--- config.mk ---
export PLATFORM = sky130hd
export DESIGN_NAME = hub75_fb_ctrl
export DESIGN_NICKNAME = d
export VERILOG_FILES = /design/src/rtl/hub75_fb_ctrl.sv
export SDC_FILE = /design/constraint.sdc
export NUM_CORES = 1
export LEC_CHECK = 0
export ABC_AREA = 0
export BUFFER_PORTS_ARGS = -buffer_cell sky130_fd_sc_hd__buf_4
export CORE_MARGIN = 1
export CORE_UTILIZATION = 45
export CTS_CLUSTER_SIZE = 20
export DETAILED_ROUTE_END_ITERATION = 12
export GPL_TIMING_DRIVEN = 0
export PLACE_DENSITY_LB_ADDON = 0.1
export SYNTH_ARGS = -nofsm -noshare
export SYNTH_HDL_FRONTEND = slang
export SYNTH_SLANG_ARGS = --single-unit
export TNS_END_PERCENT = 5
--- constraint.sdc ---
create_clock -name CLK -period 1.9 [get_ports CLK]
set_clock_uncertainty 0.15 [all_clocks]
set_input_delay 0.095 -clock CLK [delete_from_list [all_inputs] [get_ports CLK]]
set_output_delay 0.095 -clock CLK [all_outputs]
set_load 0.005 [all_outputs]
--- src/rtl/hub75_fb_ctrl.sv ---
// hub75_fb_ctrl: double-buffer frame-buffer controller placed between a pixel
// writer and the read port of a HUB75 panel driver.
//
// The writer fills the back bank while the driver scans the front bank. Banks
// swap only at a driver frame boundary, which keeps a frame from tearing.
//
// Ports:
//   CLK, RESET_N     system clock, asynchronous active-low reset
//   WR_VALID/READY   pixel handshake; a transfer is WR_VALID & WR_READY
//   WR_ADDR/WR_DATA  pixel address within a bank and pixel data
//   WR_FRAME_END     writer finished the back-bank image and requests a swap
//   DRV_FRAME_SYNC   driver returned to row 0 (frame start)
//   RAM_WE/WADDR/WDATA  registered RAM write port, WADDR = {back bank, addr}
//   RD_BANK          front bank, MSB of the driver read address
//   SWAP_PENDING     waiting for a frame sync (or swapping)
//   FRAME_CNT        completed swaps, wraps at 16 bits
//   SWAP_ERR         sticky flag set by a forced swap
//
// Optional build macro HUB75_FB_SWAP_TIMEOUT_EN: when defined, a pending swap
// is forced after SWAP_TIMEOUT cycles without a frame sync and SWAP_ERR is set.
// When undefined, the controller waits indefinitely and SWAP_ERR is tied 0.
//
// state    | meaning
// ST_WRITE | writer may fill the back bank
// ST_PEND  | image complete, waiting for the driver frame sync
// ST_SWAP  | one cycle; the front/back banks exchange at its exit

module hub75_fb_ctrl #(
  parameter int          MEM_ADDR_WIDTH = 10,
  parameter int          MEM_DATA_WIDTH = 9,
  parameter int unsigned SWAP_TIMEOUT   = 1048575
) (
  input  logic                      CLK,
  input  logic                      RESET_N,
  input  logic                      WR_VALID,
  output logic                      WR_READY,
  input  logic [MEM_ADDR_WIDTH-1:0] WR_ADDR,
  input  logic [MEM_DATA_WIDTH-1:0] WR_DATA,
  input  logic                      WR_FRAME_END,
  input  logic                      DRV_FRAME_SYNC,
  output logic                      RAM_WE,
  output logic [MEM_ADDR_WIDTH:0]   RAM_WADDR,
  output logic [MEM_DATA_WIDTH-1:0] RAM_WDATA,
  output logic                      RD_BANK,
  output logic                      SWAP_PENDING,
  output logic [15:0]               FRAME_CNT,
  output logic                      SWAP_ERR
);

  typedef enum logic [1:0] {
    ST_WRITE = 2'd0,
    ST_PEND  = 2'd1,
    ST_SWAP  = 2'd2
  } state_t;

  state_t                    state_q, state_d;
  logic                      rd_bank_q, rd_bank_d;
  logic [15:0]               frame_cnt_q, frame_cnt_d;
  logic                      ready_en_q;
  logic                      ram_we_q;
  logic [MEM_ADDR_WIDTH:0]   ram_waddr_q;
  logic [MEM_DATA_WIDTH-1:0] ram_wdata_q;
  logic                      swap_pending;
  logic                      accept;

`ifdef HUB75_FB_SWAP_TIMEOUT_EN
  localparam int TMR_W = (SWAP_TIMEOUT > 1) ? $clog2(SWAP_TIMEOUT) : 1;
  localparam logic [TMR_W-1:0] TMR_LOAD = TMR_W'(SWAP_TIMEOUT - 1);

  logic [TMR_W-1:0] tmr_q, tmr_d;
  logic             err_q, err_d;
`else
  // SWAP_TIMEOUT only matters with the timeout build; keep it referenced.
  logic unused_cfg;
  assign unused_cfg = (SWAP_TIMEOUT == 0);
`endif

  // WR_READY stays low until the first clock after reset release.
  assign WR_READY = ready_en_q & (state_q == ST_WRITE);
  assign accept   = WR_VALID & WR_READY;

  always_comb begin
    state_d      = state_q;
    rd_bank_d    = rd_bank_q;
    frame_cnt_d  = frame_cnt_q;
    swap_pending = 1'b0;
`ifdef HUB75_FB_SWAP_TIMEOUT_EN
    tmr_d        = tmr_q;
    err_d        = err_q;
`endif
    case (state_q)
      ST_WRITE: begin
        // A sync coinciding with the frame end is ignored here, so the swap
        // waits for the following sync.
        if (WR_FRAME_END) begin
          state_d = ST_PEND;
`ifdef HUB75_FB_SWAP_TIMEOUT_EN
          tmr_d   = TMR_LOAD;
`endif
        end
      end
      ST_PEND: begin
        swap_pending = 1'b1;
        if (DRV_FRAME_SYNC) begin
          state_d = ST_SWAP;
        end
`ifdef HUB75_FB_SWAP_TIMEOUT_EN
        else if (tmr_q == '0) begin
          state_d = ST_SWAP;
          err_d   = 1'b1;
        end else begin
          tmr_d = tmr_q - 1'b1;
        end
`endif
      end
      ST_SWAP: begin
        swap_pending = 1'b1;
        state_d      = ST_WRITE;
        rd_bank_d    = ~rd_bank_q;
        frame_cnt_d  = frame_cnt_q + 16'd1;
      end
      default: begin
        state_d = ST_WRITE;
      end
    endcase
  end

  always_ff @(posedge CLK or negedge RESET_N) begin
    if (!RESET_N) begin
      state_q     <= ST_WRITE;
      rd_bank_q   <= 1'b0;
      frame_cnt_q <= 16'd0;
      ready_en_q  <= 1'b0;
`ifdef HUB75_FB_SWAP_TIMEOUT_EN
      tmr_q       <= '0;
      err_q       <= 1'b0;
`endif
    end else begin
      state_q     <= state_d;
      rd_bank_q   <= rd_bank_d;
      frame_cnt_q <= frame_cnt_d;
      ready_en_q  <= 1'b1;
`ifdef HUB75_FB_SWAP_TIMEOUT_EN
      tmr_q       <= tmr_d;
      err_q       <= err_d;
`endif
    end
  end

  // The write address is captured with the pre-swap back bank, so a write
  // accepted in ST_WRITE can never land in the front bank.
  always_ff @(posedge CLK or negedge RESET_N) begin
    if (!RESET_N) begin
      ram_we_q    <= 1'b0;
      ram_waddr_q <= '0;
      ram_wdata_q <= '0;
    end else begin
      ram_we_q <= accept;
      if (accept) begin
        ram_waddr_q <= {~rd_bank_q, WR_ADDR};
        ram_wdata_q <= WR_DATA;
      end
    end
  end

  assign RAM_WE       = ram_we_q;
  assign RAM_WADDR    = ram_waddr_q;
  assign RAM_WDATA    = ram_wdata_q;
  assign RD_BANK      = rd_bank_q;
  assign SWAP_PENDING = swap_pending;
  assign FRAME_CNT    = frame_cnt_q;
`ifdef HUB75_FB_SWAP_TIMEOUT_EN
  assign SWAP_ERR     = err_q;
`else
  assign SWAP_ERR     = 1'b0;
`endif

endmodule

==> metrics <==
clock power share=a little under a quarter; R2R cell count=7; Most Crowded Layer GR=met2; Crit. Startpoint=state_q[0]; design area=2630 µm²; Clock Path Buffers=2; most frequent cells after synthesis=dfrtp_1 (41), mux2_2 (19), xnor2_1 (9), nand2_1 (7), xor2_1 (7); GR Util met1=roughly 22%; NetSw=0.927 mW; slack of the worst reg-to-reg path=about 100 ps; critical path's slowest cell=dfrtp_1; worst r2r src=state_q[0]; H-tree depth=2; P_leak=~1.3 nW; M3 GR Usage=3.75%; PwrDens=between 1000 and 1500 nW/µm²; synth warn=0; final cell count without fillers=266; vias in the first global route=roughly 1200; placed instance area=between 2000 and 2500 µm²; largest net degree at the start of global routing=42; DRC marker count from the first detailed-route iteration=47; HPWL after DPL=2.41 mm; area grow syn2layout=52.0%; crit path to=FRAME_CNT[11]; Syn Area/Cell=between 10 and 15 µm²; Core Region=around 3700 µm²; count of final max-slew check failures=0; syn_nets=156; Post-Syn Instances=126; vias=about 1300; # IOs=65; Final GP Congestion=about 0.73; Seq/Total Area, Yosys=between 50% and 60%; Layout Nets=247; Cell Chain, Critical Path=inv_2 -> ha_1 -> buf_6 -> and4_4 -> nand4_4 -> nor3_4 -> xor2_1; first-pass GRT wire length=5.60 mm; CP top delay family=simple AND/OR/NAND/NOR gates; status=finished clean; die height=64.0 µm; Row Count=22; synth top area cells=dfrtp_1 (59%), mux2_2 (12%), xnor2_1 (4.6%); fill count=around 270; Sw Share=a little over a quarter; Finished Core Util=just over 70%; Initial Util=47.2%; maxcap violations=0; Port-buffer cells=63; Die Wd=~64 µm; CTS Sinks=41; reg-to-reg endpoint=FRAME_CNT[11]; VDD IR max=roughly 0.86 mV; initial antenna violation count=0; diodes inserted=0; crit share post-route=a little over nine tenths; Yosys reg bits=41; Netlist cell types=24; Num CTS Buffers=5; Vias/cell=~4.7; crit path capture type=flop; Routed wire per std cell=~13 µm; placed cell count=~240; WL final=roughly 3.5 mm; Root Driver=clkbuf_8; CTS tree=yes; layout cell share with drive strength beyond 1=roughly 47%; Max stage delay on crit path=around 400 ps; Post-synth EDFFs=0; Worst-Skew Late Latency=around 290 ps; CP Buf/Inv Count=2; remaining antenna violation count=0; Total Power=between 3 and 4 mW; Tightest Hold Check Type=in -> reg; CP arrival=around 1900 ps; Worst Path Max Fanout=7; cell-internal power=2.46 mW; hold slack=approximately 86 ps; CP startpoint kind=flop; cell area after synthesis=between 1500 and 2000 µm²; drt pass-1 iters=4; relative max-transition margin=between 60% and 70%; ys flop type=dfrtp_1; number of cells on the critical path=7; Fin. Hold Viols=0; Residual DRC=0; global route overflow=0; Sequential Power Share=approximately two fifths; critical path class=reg -> reg; Peak Freq=556 MHz; Synth top area share=a little under 60%; most common cell in the synthesized netlist=dfrtp_1; ys async rst share=100%; clock-pin slew on the worst setup and hold paths=about 70 ps; # setup viols final=0; FF+latch area=1030 µm²; Tmin final=roughly 1800 ps; Tightest Pin Transition=approximately 500 ps; M2 GR Usage=a little under a third; die area=just over 4000 µm²; multi-input combinational cell area=around 670 µm²; Worst Path Required=a little under 2000 ps; Synth area leader=dfrtp_1; power share of the combinational group=between 30 and 40%; gr usage total=18.3%
-- worst min-delay path by stage --
stage | cells after the start | slack (ps) | to | from
3_5_place_dp | 1 | -50 | RAM_WE | RESET_N
3_3_place_gp | 1 | -60 | RAM_WE | RESET_N
2_1_floorplan | 0 | -350 | FRAME_CNT[0] | RESET_N
6_report | 3 | 90 | RAM_WADDR[9] | WR_VALID
5_1_grt | 3 | 90 | state_q[1] | WR_FRAME_END
4_1_cts | 3 | 70 | state_q[1] | DRV_FRAME_SYNC
-- stage by stage --
stage                     TNS [ps]  setup WS [ps]
after floorplan                  0            169
after global routing         -14.5          -14.5
after detailed placement         0           14.2
after global placement           0           62.0
after CTS                        0           8.12
final                            0            101
-- area by class of cell --
class                   instances  area share (%)
clock inverters                 3            2.48
flip-flops and latches         41            39.0
inverters                       6           0.857
clock buffers                   5            2.62
multi-input cells              75            25.5
well taps                      48            2.29
plain buffers                   4            1.29
repair buffers                 84            25.9
-- power groups by stage --
stage          clock (mW)  combinational, mW  sequential [mW]
2_1_floorplan           0              0.475             1.41
4_1_cts             0.828               1.15             1.40
6_report            0.805               1.17             1.41
3_3_place_gp            0               1.08             1.39
3_5_place_dp            0               1.12             1.42
5_1_grt             0.862               1.28             1.45
-- state kept, by name (all words and copies together) (netlist names) --
name	cells
FRAME_CNT	16
RAM_WADDR	11
RAM_WDATA	9
RAM_WE	1
RD_BANK	1
ready_en_q	1
state_q	2
-- cell usage in the layout (no fill, tap or decap), drive strengths merged, types with 2 or more instances in the layout --
master	instances
clkbuf	6
conb	2
ha	6
nand4	4
and4	2
mux2	22
nand3	5
nor3	4
xor2	7
nor2	3
nand2	7
buf	67
xnor2	9
bufinv	2
inv	6
dlygate4sd3	20
dfrtp	41
-- cell families (layout without fill, tap and decap cells) --
logic type / after synthesis / count (layout) / synth area share [%]
flip-flops: 41 / 41 / 59.3
AND/OR/NAND/NOR: 27 / 27 / 10.1
adder cells (fa/ha/maj): 6 / 6 / 4.34
buffers and inverters: 10 / 102 / 2.75
other: 2 / 2 / 0.434
multiplexers: 22 / 22 / 14.3
XOR/XNOR: 16 / 16 / 8.10
AO/OA/AOI/OAI: 2 / 2 / 0.651
-- what timing repair did --
item                                    4_1_cts  5_1_grt
hold endpoints to repair                     60        0
endpoints found under the setup margin        7       23
hold buffers                                 20        0
resized for setup                             1        6
pin swaps                                     0        2
setup buffers                                 0        1
-- metal layers --
metal  wire length, µm  up-vias  share of wire (%)
li1                  -      601                  -
met1              1450      602                 42
met2              1750       40                 51
met3               196        7                5.7
met4                63        0                1.8
met5                 0        -                  0
-- worst register-to-register path, cell delays in order, from the launching register on --
cell     delay, ps
dfrtp_1        400
inv_2           80
ha_1           160
buf_6          130
and4_4         270
nand4_4        150
nor3_4         230
xor2_1         150
No activity file was read; power rests on OpenSTA's default activity.
